[src/rtl/piso_pkg.sv]
// Shared definitions for the PISO serializer: shift directions, FSM states and
// the bit-counter width helper.
package piso_pkg;

  localparam logic SHIFT_LEFT  = 1'b0;
  localparam logic SHIFT_RIGHT = 1'b1;

  typedef enum logic {
    ST_IDLE  = 1'b0,
    ST_SHIFT = 1'b1
  } piso_state_e;

  // Counter spans 0..w-1; never narrower than one bit.
  function automatic int cnt_width(input int w);
    return (w <= 2) ? 1 : $clog2(w);
  endfunction

endpackage

[src/rtl/piso_shift_core.sv]
// Shift engine: loads a word, presents one registered bit per cycle in the
// word's own direction, and flags the first and last bit of each frame.
module piso_shift_core
  import piso_pkg::*;
#(
  parameter int WIDTH = 8
) (
  input  logic             clk,
  input  logic             rst,
  input  logic             i_load,
  input  logic [WIDTH-1:0] i_data,
  input  logic             i_lr,
  input  logic             i_shift,
  input  logic             i_clear,
  output logic             o_bit,
  output logic             o_first,
  output logic             o_last
);

  localparam int CW = cnt_width(WIDTH);
  localparam logic [CW-1:0] CNT_PENULT = CW'(WIDTH - 2);

  logic [WIDTH-1:0] r_sr;
  logic             r_lr;
  logic [CW-1:0]    r_cnt;
  logic             r_bit;
  logic             r_first;
  logic             r_last;

  // r_sr holds the bits not yet presented; the presented bit lives in r_bit.
  always_ff @(posedge clk) begin
    if (i_load) begin
      r_lr <= i_lr;
      r_sr <= (i_lr == SHIFT_RIGHT) ? (i_data >> 1) : (i_data << 1);
    end else if (i_shift) begin
      r_sr <= (r_lr == SHIFT_RIGHT) ? (r_sr >> 1) : (r_sr << 1);
    end
  end

  always_ff @(posedge clk or posedge rst) begin
    if (rst) begin
      r_cnt   <= '0;
      r_bit   <= 1'b0;
      r_first <= 1'b0;
      r_last  <= 1'b0;
    end else if (i_load) begin
      r_cnt   <= '0;
      r_bit   <= (i_lr == SHIFT_RIGHT) ? i_data[0] : i_data[WIDTH-1];
      r_first <= 1'b1;
      r_last  <= 1'b0;
    end else if (i_shift) begin
      r_cnt   <= r_cnt + CW'(1);
      r_bit   <= (r_lr == SHIFT_RIGHT) ? r_sr[0] : r_sr[WIDTH-1];
      r_first <= 1'b0;
      r_last  <= (r_cnt == CNT_PENULT);
    end else if (i_clear) begin
      r_cnt   <= '0;
      r_bit   <= 1'b0;
      r_first <= 1'b0;
      r_last  <= 1'b0;
    end
  end

  assign o_bit   = r_bit;
  assign o_first = r_first;
  assign o_last  = r_last;

endmodule

[src/rtl/piso_serializer.sv]
// Parallel-in serial-out transmitter with valid/ready input, a one-word hold
// buffer for gapless back-to-back frames, and framed serial output.
module piso_serializer
  import piso_pkg::*;
#(
  parameter int WIDTH = 8
) (
  input  logic             clk,
  input  logic             rst,
  input  logic [WIDTH-1:0] in_data,
  input  logic             in_lr,
  input  logic             in_valid,
  output logic             in_ready,
  output logic             so,
  output logic             so_valid,
  output logic             so_first,
  output logic             so_last
);

  piso_state_e      r_state;
  piso_state_e      w_state_nxt;
  logic [WIDTH-1:0] r_hold_data;
  logic             r_hold_lr;
  logic             r_hold_full;

  logic             w_xfer;
  logic             w_last;
  logic             w_bit;
  logic             w_first;
  logic             w_load;
  logic             w_load_hold;
  logic             w_shift;
  logic             w_clear;
  logic             w_hold_wr;
  logic             w_hold_clr;
  logic [WIDTH-1:0] w_load_data;
  logic             w_load_lr;

  assign in_ready = !r_hold_full && !rst;
  assign w_xfer   = in_valid && in_ready;

  always_ff @(posedge clk or posedge rst) begin
    if (rst) r_state <= ST_IDLE;
    else     r_state <= w_state_nxt;
  end

  always_comb begin
    w_state_nxt = r_state;
    case (r_state)
      ST_IDLE:  if (w_xfer) w_state_nxt = ST_SHIFT;
      ST_SHIFT: if (w_last && !r_hold_full && !w_xfer) w_state_nxt = ST_IDLE;
      default:  w_state_nxt = ST_IDLE;
    endcase
  end

  // On the last-bit edge a waiting hold word takes priority over a new input.
  always_comb begin
    w_load      = 1'b0;
    w_load_hold = 1'b0;
    w_shift     = 1'b0;
    w_clear     = 1'b0;
    w_hold_wr   = 1'b0;
    w_hold_clr  = 1'b0;
    case (r_state)
      ST_IDLE: w_load = w_xfer;
      ST_SHIFT: begin
        if (!w_last) begin
          w_shift   = 1'b1;
          w_hold_wr = w_xfer;
        end else if (r_hold_full) begin
          w_load      = 1'b1;
          w_load_hold = 1'b1;
          w_hold_clr  = 1'b1;
          w_hold_wr   = w_xfer;
        end else if (w_xfer) begin
          w_load = 1'b1;
        end else begin
          w_clear = 1'b1;
        end
      end
      default: w_clear = 1'b1;
    endcase
  end

  assign w_load_data = w_load_hold ? r_hold_data : in_data;
  assign w_load_lr   = w_load_hold ? r_hold_lr   : in_lr;

  always_ff @(posedge clk) begin
    if (w_hold_wr) begin
      r_hold_data <= in_data;
      r_hold_lr   <= in_lr;
    end
  end

  always_ff @(posedge clk or posedge rst) begin
    if (rst)             r_hold_full <= 1'b0;
    else if (w_hold_wr)  r_hold_full <= 1'b1;
    else if (w_hold_clr) r_hold_full <= 1'b0;
  end

  piso_shift_core #(
    .WIDTH (WIDTH)
  ) u_core (
    .clk     (clk),
    .rst     (rst),
    .i_load  (w_load),
    .i_data  (w_load_data),
    .i_lr    (w_load_lr),
    .i_shift (w_shift),
    .i_clear (w_clear),
    .o_bit   (w_bit),
    .o_first (w_first),
    .o_last  (w_last)
  );

  assign so       = w_bit;
  assign so_valid = (r_state == ST_SHIFT);
  assign so_first = w_first;
  assign so_last  = w_last;

  // A full hold buffer must never see a simultaneous new transfer.
  a_no_xfer_when_full: assert property (
    @(posedge clk) disable iff (rst) !(in_valid && in_ready && r_hold_full)
  );

endmodule

[config.mk]
export PLATFORM = sky130hd
export DESIGN_NAME = piso_serializer
export DESIGN_NICKNAME = d
export VERILOG_FILES = /design/src/rtl/piso_pkg.sv /design/src/rtl/piso_shift_core.sv /design/src/rtl/piso_serializer.sv
export SDC_FILE = /design/constraint.sdc
export NUM_CORES = 1
export LEC_CHECK = 0
export BUFFER_PORTS_ARGS = -buffer_cell sky130_fd_sc_hd__buf_2
export CELL_PAD_IN_SITES_DETAIL_PLACEMENT = 2
export CELL_PAD_IN_SITES_GLOBAL_PLACEMENT = 2
export CORE_MARGIN = 8
export CORE_UTILIZATION = 33
export DETAILED_ROUTE_END_ITERATION = 10
export PLACE_DENSITY_LB_ADDON = 0.12
export SYNTH_ARGS = -nofsm -noshare
export SYNTH_HDL_FRONTEND = slang
export SYNTH_SLANG_ARGS = --single-unit
[constraint.sdc]
create_clock -name clk -period 1.5 [get_ports clk]
set_input_delay 0.375 -clock clk [delete_from_list [all_inputs] [get_ports clk]]
set_output_delay 0.375 -clock clk [all_outputs]
set_load 0.01 [all_outputs]
# == Yosys cells after proc, flatten, opt, wreduce, memory -nomap -nowiden ==
# Index checks and enable logic that the tools add are counted.
# Widths: inputs -> output; s select.
# classes
addsub,1
eq_ne,1
muxes,38
bitwise,1
n_reduce_logical,10
# ops
cell,n
$mux 8,5
$mux 1,28
$mux 3,3
$logic_and 1x1->1,4
$pmux 1 s2,2
$reduce_bool 2->1,2
$add 3x1->3 const B,1
$eq 3x3->1 const B,1
$logic_not 1->1,3
$reduce_bool 3->1,1
$not 1->1,1
# word_totals
regBits,26
inputBits,12
output_inout_bits,5
elab_cells,61

# == Longest topological paths before layout ==
# Gate-level depths: netlist of run 1.
# logic_depth
ltp_word,10
ltp_mapped,6
depth_no_buf,4

# == Cells and area by module ==
# A second synthesis of run 1 with hierarchy kept.
# hier_totals
hier_cells,108
hier_area_um2,1353.8
# modules_own_cells
module,instances,cells_each,area_per_inst_um2,seq_area_each_um2
piso_shift_core,1,74,827.0,420.4
piso_serializer,1,34,526.8,320.3

# == Worst setup path before layout of run 1 ==
# No wires, ideal clock.
# synth_path
path_kind,register to register
from,"register r_state, in the netlist so_valid"
to,register u_core.r_sr[0] (enable)
setup_ps,384
t_arrival_ps,1259
path_slack_ps,-143
path_stages_with_launch,4
n_path_buf,1
period_less_slack_ps,1643
path_cell_list,dfrtp_1 -> buf_2 -> inv_1 -> o21ai_0
# synth_via
elab_chain_len,3
word_cells_on_any_way,4
# synth_lines
element,line,text
"start, declared",piso_serializer.sv:20,piso_state_e r_state;
"start signal, assigned",piso_serializer.sv:44,else r_state <= w_state_nxt;
$not 1->1,-,
$pmux 1 s2,piso_serializer.sv:64,case (r_state)
$reduce_bool 2->1 (no source line) *,-,
"end signal, assigned",piso_shift_core.sv:34,r_sr <= (i_lr == SHIFT_RIGHT) ? (i_data >> 1) : (i_data << 1);
"end signal, assigned",piso_shift_core.sv:36,r_sr <= (r_lr == SHIFT_RIGHT) ? (r_sr >> 1) : (r_sr << 1);
"end, declared",piso_shift_core.sv:23,logic [WIDTH-1:0] r_sr;
# Mark *: on every way between the ends. The rest lies on a longest branch, timed or not.
# A chain may end at the register's enable or synchronous reset.

# == Worst setup path after layout of run 1 ==
# layout_path
from,register r_hold_full
to,register r_hold_data[6] (enable)
# layout_via
elab_chain_len,6
# layout_lines
element,line,text
"start, declared",piso_serializer.sv:24,logic r_hold_full;
"start signal, assigned",piso_serializer.sv:96,if (rst) r_hold_full <= 1'b0;
"start signal, assigned",piso_serializer.sv:97,else if (w_hold_wr) r_hold_full <= 1'b1;
"start signal, assigned",piso_serializer.sv:98,else if (w_hold_clr) r_hold_full <= 1'b0;
$logic_not 1->1,piso_serializer.sv:39,assign in_ready = !r_hold_full && !rst;
$logic_and 1x1->1,piso_serializer.sv:39,
$logic_and 1x1->1,piso_serializer.sv:40,assign w_xfer = in_valid && in_ready;
$mux 1,piso_serializer.sv:70,end else if (r_hold_full) begin
$mux 1 *,piso_serializer.sv:67,if (!w_last) begin
$mux 1 *,piso_serializer.sv:64,
named net w_hold_wr,piso_serializer.sv:34,logic w_hold_wr;
"end signal, assigned",piso_serializer.sv:90,r_hold_data <= in_data;
"end, declared",piso_serializer.sv:22,logic [WIDTH-1:0] r_hold_data;
# Mark *: on every way through the listed nets, which the timed path passes. The rest lies on a longest branch.

==> results summary, run 1 <==
The clock tree from TritonCTS is built. The count of synthesis-stage warnings from yosys came out at 0. The layout filler cell count is 431.

The most critical setup path has its startpoint at r_hold_full. The setup slack on the worst flop-to-flop path came out at -0.002 ns. The first-pass GRT wire length is 5533 µm. In the routed design, unresolved DRC markers number 0. Hold is met by 0.2218 ns.

Synthesis inferred 26 register bits. The max-capacitance violation count came out at 0. The total power consumption of the routed design is 2.981 mW. The xor and xnor area share after synthesis came out at 0.6289%. The final count of pins violating max slew is 0. Data on the critical path arrives at its endpoint at 1.51 ns. The path depth of the worst reg2reg path is 4.

For this configuration, the core starts out at a cell density of 34.57%. The headroom to the max-slew limit came out at 68.57%. Measured against the total synthesized area, the mux share comes to 28.93%. The number of antenna violations at the first check in global routing came out at 0. STA classifies the critical path startpoint as a flop. The fraction of layout cells with a size suffix above 1 came out at 38.24%. The repair_antennas step left the layout with diodes totalling 0.

The largest fanout on the critical path came out at 9. The shortest period the worst path allows came out at 1.502 ns. The kind of end point of the critical path is a flop. The simple-gate area share of the yosys netlist came out at 5.840%. The post-synthesis sequential area ratio is 53.19%. The worst hold-check path type is input pin to async pin. For this run, the top clock speed supported by timing is 666.0 MHz. Once detailed placement completed, the half-perimeter wirelength came to 2568 µm.

The checks that failed: setup timing. The die area is 6555 µm². The startpoint identified for the worst register-to-register timing path is r_hold_full. The run finished, with violations left. The post-synthesis net count is 119. The maximum root-to-sink buffer count came out at 2.

The total power density per cell area is 1714 nW/µm². The clock sink count came out at 26. The sum of routed wire length over all layers came out at 3436 µm. The worst clock skew is 0.01062 ns. The floorplan has 23 rows. The worst slack at placement came out at -0.1973 ns.

Setup repair after global routing could not meet its margin everywhere. On the worst path, the slowest cell contributes a delay of 0.43 ns. The H-tree depth came out at 1. The number of failing hold endpoints at the final stage is 0.

The number of nets still failing antenna checks after routing is 0. The final standard cell count with taps included and fillers excluded is 186. Measured along the y axis, the die boundary spans 80.96 µm.

The number of cells after detailed placement came out at 180. The capture point of the critical path is r_hold_data[6]. The share of the core filled with cells is 43.17%. The total clock buffers created by CTS is 3. The number of detailed-route iterations in the first pass came out at 4. In the final routed layout, each cell accounts on average for 18.47 µm.

The clock latency at the later pin of the worst-skew pair is 0.28 ns. The slack of the critical path came out at -0.001571 ns. Port buffering added 16 buffers.

The critical path goes through or3b_4 -> buf_6 -> nor2_4 -> buf_12. The tree is rooted in a sky130_fd_sc_hd__clkbuf_8. The vias after detailed routing came out at 962. The critical path in this run is classified as flop to flop. The largest individual stage delay along the critical path comes from the cell sky130_fd_sc_hd__or3b_4. The average instance area after synthesis is 13.26 µm².

The fraction of the mapped netlist area in compound gates came out at 6.289%. By area, the combinational part of the netlist is dominated by multiplexers. The total congestion overflow after global routing is 0. After Yosys synthesis, full adders, half adders and majority gates account for 1.797% of the synthesized area. The standby leakage power came out at 0.8090 nW. The I/O pin count is 17. The overall track demand over capacity in global routing came out at 10.82%. Dividing the detail-routed via count by the number of cells gives 5.172. After clock tree synthesis, the clock-pin slew on the worst setup and hold paths is 0.10 ns. The actual slew at the worst max-slew pin is 0.4715 ns. After technology mapping, the gate count stands at 105. The worst register-to-register path ends at r_hold_data[6]. The worst endpoint required time is 1.51 ns. The worst path uses 100.1% of the clock period. The area added between synthesis and finish came out at 24.89%. The number of distinct library cell variants in the gate-level netlist after synthesis is 25.

The pin count of the biggest net entering global routing is 15. The first routing iteration left 30 violations. The final layout net count is 151. The peak supply drop came out at 0.8074 mV. The number of endpoints failing setup at the final stage came out at 5. The floorplan step set the die width to 80.96 µm. The via count of the first global-routing pass came out at 1082.

At the end of routability-driven placement, the weighted congestion stood at 0.7002. The mapped cell area is 1393 µm². The core region is 4029 µm².
## logic make-up after synthesis
group                      Yosys count
xor gates and xnor gates             1
DFF                                 26
buffers and inverters                9
muxes                               39
adders and majority gates            2
and+or+nand+nor                     15
AOI/OAI and AO/OA                   13
## synth_stat cells, drive strengths merged
master   instances  area [µm²]
edfxtp          18       540.5
nand2            4       15.01
a32oi            1       8.760
o2bb2ai          1       8.760
inv              4       15.01
a31oi            1       6.260
xor2             1       8.760
dfrtp            8       200.2
nand2b           2       12.51
buf              3       21.27
nand3            2       10.01
ha               2       25.02
a32o             1       10.01
or3b             1       11.26
a21oi            2       10.01
mux2            10       112.6
mux2i           29       290.3
a21o             2       15.01
clkbuf           2       10.01
a22o             1       8.760
nor2             2       7.510
o21ai            4       20.01
nor2b            4       25.02
## where the power goes
| part | leakage (nW) | total, mW | internal (mW) | switching [mW] |
|---|---|---|---|---|
| clock | 0.0228 | 0.421 | 0.191 | 0.231 |
| sequential | 0.272 | 1.25 | 1.09 | 0.155 |
| combinational | 0.515 | 1.31 | 0.666 | 0.646 |
| total | 0.809 | 2.98 | 1.95 | 1.03 |
## repair_timing
action	in CTS	in global routing
setup buffers	0	1
hold buffers	0	0
resized for setup	5	5
cloned	0	1
setup endpoints to repair	19	16
pin swaps	0	1
## flip-flops by register name, summed over array words and instances (netlist names)
register        flops
u_core.r_sr         8
r_hold_data         8
so_valid            1
u_core.o_bit        1
u_core.o_first      1
u_core.r_lr         1
u_core.r_cnt        3
r_hold_full         1
u_core.o_last       1
r_hold_lr           1
## worst max-delay path: cells and delay by family (launching register included)
kind | cells | cell delay [ns]
AND/OR/NAND/NOR | 2 | 0.53
flip-flops | 1 | 0.41
buffers and inverters | 2 | 0.30
## stage by stage
step / instance area [µm²] / setup TNS, ns
3_5_place_dp: 1637 / -3.601
2_1_floorplan: 1395 / 0
6_report: 1739 / -0.005974
4_1_cts: 1703 / 0
3_3_place_gp: 1637 / -3.290
5_1_grt: 1739 / -0.7075
## cell type report
cell class                      instances  area, µm²  share of cell area, %
Tap cell                               50      62.56                  3.597
Timing Repair Buffer                   31      225.2                  12.95
Clock buffer                            4      45.04                  2.590
Multi-Input combinational cell         71      650.6                  37.41
Sequential cell                        26      740.7                  42.59
Inverter                                4      15.01                 0.8633
## metal layers
| metal | global-route usage, % | share of wire, % | vias to the layer above |
|---|---|---|---|
| met5 | 0 | 0 | - |
| met4 | 3.750 | 1.2 | 0 |
| met3 | 1.876 | 2.7 | 4 |
| met2 | 18.77 | 50 | 11 |
| met1 | 13.15 | 46 | 491 |
| li1 | - | - | 456 |
## how the worst min path moves through the flow
| stage | slack (ns) | cells after the start | startpoint | endpoint |
|---|---|---|---|---|
| after floorplan | 0.20 | 1 | rst | r_hold_full |
| final | 0.22 | 4 | rst | u_core.r_cnt[1] |
| after global routing | 0.25 | 4 | rst | u_core.r_cnt[1] |
| after global placement | 0.48 | 1 | u_core.o_first | u_core.o_first |
| after detailed placement | 0.49 | 1 | u_core.o_first | u_core.o_first |
| after CTS | 0.22 | 4 | rst | u_core.r_cnt[1] |
## placed cells by master, fill, tap and decap left out, types with 2 or more instances in the layout
cell                       count
sky130_fd_sc_hd__mux2i_1      29
sky130_fd_sc_hd__edfxtp_1     18
sky130_fd_sc_hd__buf_2        16
sky130_fd_sc_hd__buf_4        11
sky130_fd_sc_hd__mux2_2       10
sky130_fd_sc_hd__dfrtp_1       8
sky130_fd_sc_hd__nand2_1       4
sky130_fd_sc_hd__inv_1         4
sky130_fd_sc_hd__nor2b_1       3
sky130_fd_sc_hd__clkbuf_8      3
sky130_fd_sc_hd__a21oi_1       2
sky130_fd_sc_hd__nand2b_1      2
sky130_fd_sc_hd__o21ai_0       2
sky130_fd_sc_hd__ha_1          2
sky130_fd_sc_hd__buf_6         2
sky130_fd_sc_hd__buf_12        2
(Power assumes the default switching activity.)
==> run 2: changes to the inputs <==
- ABC_AREA: not set -> 1
- CORE_UTILIZATION: 33 -> 31
==> run 2 against run 1 <==
The run now ends clean; clock-buffer cell count unchanged; non-clock buffer count decreased by 3; utilization decreased by 4.9 points; highest routed layer unchanged.
==> results summary, run 2 <==
The first-pass GRT wire length came to 7100 µm (+28%). The number of endpoints failing setup at the final stage came out at 0 (-5). The cell at the root of the clock tree is sky130_fd_sc_hd__clkbuf_8. The kind of launch point of the worst setup path is a flop. The clock latency at the later pin of the worst-skew pair came out at 0.27 ns (about the same). The DRC violation total after the first TritonRoute iteration is 38 (+27%). The path class of the tightest hold or removal check is input pin to async pin.

The clock-pin slew reported for the worst setup and hold paths after clock tree synthesis was 0.09 ns (about the same). The count of mapped cells out of synthesis is 179 (+70%). The number of detailed-route iterations in the first pass is 4 (unchanged). The final count of pins violating max slew came out at 0 (unchanged). In the final layout, the registers with the most flip-flops are r_hold_data (8), u_core.r_sr (8), u_core.r_cnt (3). The number of distinct library cell variants in the gate-level netlist after synthesis came to 22 (-12%).

The post-CTS setup buffer count was 0 (unchanged). The shortest period the worst path allows came out at 1.436 ns (-0.06596 ns). The largest fanout on the critical path was 11 (+2). The kind of end point of the critical path is an output pin. The die span in x came out at 84.84 µm (+4.8%). The hold buffer count at cts was 0 (unchanged). The post-synthesis net count came to 193 (+62%).

The via count of the first global-routing pass came to 1452 (+34%). The final weighted congestion in routability-driven placement is 0.7639 (+9.1%). The leading cell type in the layout, fill and taps excluded is sky130_fd_sc_hd__nand2_1. The maximum root-to-sink buffer count is 2 (unchanged). The worst slack at placement came out at -0.07751 ns (+0.1198 ns).

Setup repair after global routing could not meet its margin everywhere. The data arrival time at the worst-slack endpoint is 1.06 ns (-0.45 ns). The setup path with the least slack is of type flop to output pin. The worst register-to-register path begins at u_core.o_last.

The via density per instance came out at 4.842 (-6.4%). The register bit total from synthesis came to 26 (unchanged). The clock sink count is 26 (unchanged). Ranked by instance count, the synthesized netlist is headed by sky130_fd_sc_hd__nand2_1, sky130_fd_sc_hd__inv_1, sky130_fd_sc_hd__edfxtp_1, sky130_fd_sc_hd__nand3_1, sky130_fd_sc_hd__nand4_1. The upper clock frequency limit is 696.6 MHz (+4.6%).

The slack of the critical path is 0.06439 ns (+0.06596 ns). The fraction of layout cells with a size suffix above 1 is 23.41% (-15 points). Yosys instantiated no cell more often than sky130_fd_sc_hd__nand2_1. The core area is 4661 µm² (+16%). The placed wire-length estimate came out at 3312 µm (+29%). The max-capacitance violation count came out at 0 (unchanged).

The post-detailed-route DRC marker count is 0 (unchanged). The starting utilization of the core area came to 31.52% (-3.0 points). The headroom to the max-slew limit came to 77.43% (+8.9 points). The H-tree depth is 1 (unchanged). The sum of routed wire length over all layers came out at 4067 µm (+18%). The share of the core filled with cells came out at 38.23% (-4.9 points). The mapped cell area came out at 1469 µm² (+5.5%). The worst clock skew is 0.005029 ns (-0.005586 ns).

The actual slew at the worst max-slew pin is 0.3382 ns (-0.1333 ns). The I/O pin count came out at 17 (unchanged). The final standard cell count with taps included and fillers excluded came out at 259 (+39%). The post-synthesis sequential area ratio came out at 50.43% (-2.8 points). The pin count of the biggest net entering global routing was 15 (unchanged). The die area is 7197 µm² (+9.8%). The cell type with the largest total area after synthesis is sky130_fd_sc_hd__edfxtp_1. The overall track demand over capacity in global routing was 12.21% (+1.4 points). The number of nets still failing antenna checks after routing is 0 (unchanged). The die boundary height came out at 84.84 µm (+4.8%). The commonest register cell after synthesis is sky130_fd_sc_hd__edfxtp_1.

The worst endpoint required time came out at 1.12 ns (-0.39 ns). The total congestion overflow after global routing came out at 0 (unchanged). The standard-cell row count is 25 (+8.7%).

The standby leakage power was 0.8871 nW (+9.6%). The peak supply drop came out at 0.5168 mV (-36%). The clock tree from TritonCTS is built. The setup slack on the worst flop-to-flop path is 0.08 ns (+0.08 ns).

The antenna diode count came out at 0 (unchanged). The final layout net count came out at 220 (+46%). The worst register-to-register path ends at r_hold_data[3]. The average instance area after synthesis came out at 8.206 µm² (-38%). The number of failing hold endpoints at the final stage is 0 (unchanged). The routed length per instance came out at 15.70 µm (-15%). The final worst-path cycle share is 95.71% (-4.4 points). The async set or reset register ratio after synthesis came out at 30.77% (unchanged). The number of antenna violations at the first check in global routing is 0 (unchanged). The library cells used most frequently in the layout, excluding fill and tap cells, are sky130_fd_sc_hd__nand2_1, sky130_fd_sc_hd__inv_1, sky130_fd_sc_hd__nand3_1, sky130_fd_sc_hd__edfxtp_1, sky130_fd_sc_hd__buf_2. The vias after detailed routing is 1254 (+30%). The total clock buffers created by CTS was 3 (unchanged). The flow ran to the end, and the final reports show no timing, DRC or antenna violations.

The count of synthesis-stage warnings from yosys came out at 0 (unchanged). The top-area cell type share of the netlist area is 36.80% (-2.0 points). Relative to the synthesized area, the layout overhead comes to 21.29%. The number of enable flip-flop cells after synthesis came out at 18 (unchanged). After synthesis, the cell types taking the most area are sky130_fd_sc_hd__edfxtp_1, sky130_fd_sc_hd__nand2_1, sky130_fd_sc_hd__dfrtp_1. The total power density per cell area is 1778 nW/µm² (+3.7%). The number of I/O port buffers is 16 (unchanged).

The number of cells after detailed placement is 255 (+42%). The path depth of the worst reg2reg path is 5 (+1).
[run 2: cell types whose count changed in the layout (fill, tap and decap cells not counted), sizes merged, moves of 3 or more]
cell | previous run | this run
nand3 | 2 | 20
buf | 31 | 28
nand2 | 4 | 70
o21ai | 4 | 9
a21o | 3 | 0
nand4 | 0 | 10
mux2 | 10 | 0
inv | 4 | 28
mux2i | 29 | 0
nor2b | 4 | 0
nor2 | 2 | 5
[run 2: what timing repair did]
action                     4_1_cts  5_1_grt
pin swaps                        0        1
cloned                           0        0
resized for setup                4        6
setup endpoints to repair       13       27
[run 2: routing by layer]
metal / part of all wire (%) / wire, µm / global-route usage [%]
met1: 45 / 1823 / 13.87
met4: 0.91 / 37 / 3.883
met2: 52 / 2127 / 22.62
met5: 0 / 0 / 0
met3: 1.9 / 78 / 1.931
[run 2: cells by family (layout without fill, tap and decap cells)]
logic type               after synthesis  after routing  synth area share (%)
AO/OA/AOI/OAI                         11             11                 4.174
adder cells (fa/ha/maj)                2              2                 1.703
buffers and inverters                 34             60                 10.31
flip-flops                            26             26                 50.43
AND/OR/NAND/NOR                      106            106                 33.39
[run 2: how the worst max path moves through the flow]
stage                        from             end  slack [ns]  depth (start not counted)
global placement         in_valid  u_core.r_sr[0]        0.02                          5
detailed placement            rst  u_core.r_sr[0]       -0.08                          6
floorplan             r_hold_full  u_core.r_sr[0]      -0.006                          6
finish                   so_valid        so_valid        0.06                          2
CTS                   r_hold_full  r_hold_data[1]      0.0008                          5
global route        u_core.o_last  u_core.r_sr[6]       0.006                          6
[run 2: layout make-up]
class	instances	area, µm²
repair buffers	28	202.7
fillers	542	2879
flip-flops and latches	26	744.5
well taps	54	67.56
clock buffers	4	55.05
inverters	28	105.1
multi-input cells	119	606.8
[run 2: worst max-delay path, cell delays in order (launching register included)]
cell and delay (ns):
sky130_fd_sc_hd__dfrtp_2 0.45, sky130_fd_sc_hd__buf_4 0.19, sky130_fd_sc_hd__buf_2 0.15
[run 2: report_power, final]
group	switching (mW)	internal, mW
Sequential	0.184	1.09
Clock	0.229	0.235
Combinational	0.875	0.554
Total	1.29	1.88
[run 2: metrics by stage]
stage          area, µm²  hold WS, ns  total power [mW]  setup TNS (ns)
3_3_place_gp        1690       0.3594             2.551               0
4_1_cts             1762      0.07059             3.182               0
5_1_grt             1782      0.09333             3.431               0
6_report            1782      0.08922             3.169               0
3_5_place_dp        1690       0.3788             2.663         -0.7079
2_1_floorplan       1474       0.1907             2.105        -0.04469
==> run 3: changes to the inputs <==
- PLACE_DENSITY_LB_ADDON: 0.12 -> 0.1
==> run 3 against run 2 <==
Register-to-register slack worse by 0.02 ns; setup slack worse by 0.00057 ns; utilization is 1.4 points higher; clock-buffer cell count decreased by 1; sequential power barely moved; first-iteration DRC count decreased by 11%; maximum frequency about the same; combinational power is 9% higher; design area increased by 3.6%; critical path depth increased by 6; critical path type is now flop to flop.
==> results summary, run 3 (synthesized netlist as in run 2, its figures left out) <==
The worst hold path belongs to the class input pin to async pin. The clock-pin slew reported for the worst setup and hold paths after clock tree synthesis is 0.10 ns (about the same). The met3 wire length is 82 µm (+5.1%). The die area came out at 7197 µm² (unchanged). The DRC violation total after the first TritonRoute iteration came to 34 (-11%). The detailed router used layers up to and including met4. The worst clock skew came out at 0.003077 ns (-0.001953 ns).

The fraction of layout cells with a size suffix above 1 was 26.09% (+2.7 points). The total clock buffers created by CTS came to 3 (unchanged). The first-pass GRT wire length is 6900 µm (-2.8%). The core area is 4661 µm² (unchanged). STA classifies the critical path endpoint as a flop.

The post-detailed-route DRC marker count is 0 (unchanged). TritonCTS built the clock tree. The starting utilization of the core area came out at 31.52% (unchanged). The most prevalent standard cell on the critical path is sky130_fd_sc_hd__nand2_1. The worst register-to-register path ends at u_core.r_sr[6].

The delay contributed by the slowest stage of the critical path was 0.44 ns (about the same). The via density per instance came out at 4.847 (+0.10%). The die span in x came out at 84.84 µm (unchanged). The top cell types in the final layout, fill and taps aside, are sky130_fd_sc_hd__nand2_1, sky130_fd_sc_hd__inv_1, sky130_fd_sc_hd__nand3_1, sky130_fd_sc_hd__edfxtp_1, sky130_fd_sc_hd__buf_2.

The share of the core filled with cells came to 39.60% (+1.4 points). The sum of routed wire length over all layers is 4145 µm (+1.9%). The number of nets still failing antenna checks after routing is 0 (unchanged). The I/O pin count came out at 17 (unchanged). The final worst-path cycle share was 95.75% (about the same).

The upper clock frequency limit came out at 696.3 MHz (about the same). The total congestion overflow after global routing is 0 (unchanged). The total power density per cell area is 1853 nW/µm² (+4.2%).

The final weighted congestion in routability-driven placement is 0.7237 (-5.3%). The signal on the critical path passes through buf_4 -> nand3_2 -> buf_12 -> nand2_4 -> nand2_8 -> nand2_1 -> nand3_1 -> nand2_1. The actual slew at the worst max-slew pin was 0.4279 ns (+0.08969 ns). The number of I/O port buffers is 16 (unchanged).

The H-tree depth is 1 (unchanged). The tree is rooted in a sky130_fd_sc_hd__clkbuf_8. The largest individual stage delay along the critical path comes from the cell sky130_fd_sc_hd__dfrtp_2. The shortest period the worst path allows came to 1.436 ns (+0.0005683 ns). The number of failing hold endpoints at the final stage came out at 0 (unchanged). The peak supply drop came to 0.4870 mV (-5.8%). The maximum root-to-sink buffer count is 2 (unchanged). Among cell families on the critical path, the largest total delay comes from simple AND/OR/NAND/NOR gates. The clock sink count is 26 (unchanged). The number of endpoints failing setup at the final stage came out at 0 (unchanged). The total power consumption of the routed design is 3.420 mW (+7.9%). The headroom to the max-slew limit came out at 71.42% (-6.0 points). The setup slack on the worst flop-to-flop path is 0.06 ns (-0.02 ns). The area growth from synthesis to layout is 25.64%. The critical path launch point is so_valid. The path depth of the worst reg2reg path is 8 (+3). The via count of the first global-routing pass is 1365 (-6.0%). The number of antenna violations at the first check in global routing is 0 (unchanged). The pin count of the biggest net entering global routing came out at 16 (+1).

STA classifies the critical path startpoint as a flop. The max-capacitance violation count is 0 (unchanged). The final count of pins violating max slew was 0 (unchanged). The placed wire-length estimate is 3112 µm (-6.0%). The data arrival time at the worst-slack endpoint came to 1.48 ns (+0.42 ns). The leading cell type in the layout, fill and taps excluded is sky130_fd_sc_hd__nand2_1. The die boundary height is 84.84 µm (unchanged). The count of cell instances traversed by the critical path is 8 (+6). The antenna diode count came to 0 (unchanged). The critical path in this run is classified as flop to flop. The number of detailed-route iterations in the first pass is 4 (unchanged). The met2 routed wirelength is 2113 µm (-0.66%). The vias after detailed routing came out at 1265 (+0.88%). Setup repair after global routing could not meet its margin everywhere. In the final layout, the registers with the most flip-flops are r_hold_data (8), u_core.r_sr (8), u_core.r_cnt (3).

The overall track demand over capacity in global routing is 12.03% (-0.19 points). The final layout net count came out at 222 (+0.91%). The worst endpoint required time is 1.54 ns (+0.42 ns). The largest fanout on the critical path came to 9 (-2). In this run the critical register-to-register path is launched from so_valid. The wire length on met1 is 1899 µm (+4.2%). The clock latency at the later pin of the worst-skew pair is 0.28 ns (about the same). The standard-cell row count is 25 (unchanged). The critical path buffer and inverter count came out at 2 (unchanged). The run finished with clean final reports. The routed length per instance came out at 15.88 µm (+1.1%).

The standby leakage power is 0.9033 nW (+1.8%).
==> run 3: repair_timing <==
item,CTS,global route
pin swaps,0,3
gates resized for setup,5,12
endpoints found under the setup margin,25,22
setup buffers,1,2
hold buffers,0,0
gates cloned,0,1
==> run 3: worst max path at each step <==
stage,slack [ns],to
after floorplan,-0.006,u_core.r_sr[0]
after global placement,0.03,u_core.r_sr[0]
after detailed placement,-0.08,u_core.r_sr[0]
after CTS,0.005,r_hold_data[1]
after global routing,-0.02,u_core.r_sr[6]
final,0.06,u_core.r_sr[6]
==> run 3: final cells by class <==
type | count | area [µm²]
Sequential cell | 26 | 744.5
Multi-Input combinational cell | 120 | 639.4
Inverter | 28 | 105.1
Fill cell | 539 | 2815
Tap cell | 54 | 67.56
Timing Repair Buffer | 29 | 217.7
Clock inverter | 1 | 30.03
Clock buffer | 3 | 41.29
==> run 3: power breakdown <==
part / internal (mW) / switching, mW / leakage (nW)
Combinational: 0.615 / 0.949 / 0.596
Sequential: 1.09 / 0.161 / 0.271
Clock: 0.358 / 0.245 / 0.0357
==> run 3: worst reg2reg max path, delay by kind of cell (launching register included) <==
kind          cells  cell delay, ns
flops             1            0.44
buf+inv           2            0.29
simple gates      6            0.47
==> run 3: through the flow <==
step / cells / TNS (ns) / area [µm²] / setup slack, ns / hold WS [ns]
after CTS: 258 / 0 / 1772 / 0.004522 / 0.07629
after global placement: 253 / 0 / 1675 / 0.03229 / 0.3663
after floorplan: 179 / -0.04469 / 1474 / -0.005587 / 0.1907
final: 261 / 0 / 1846 / 0.06382 / 0.07200
after detailed placement: 253 / -0.6193 / 1675 / -0.07505 / 0.3893
after global routing: 261 / -0.03491 / 1846 / -0.02437 / 0.09382
==> run 3: routing by layer <==
layer | global-route usage (%) | up-vias
li1 | - | 636
met1 | 15.18 | 609
met2 | 20.04 | 16
met3 | 2.027 | 4
met4 | 4.369 | 0
met5 | 0 | -
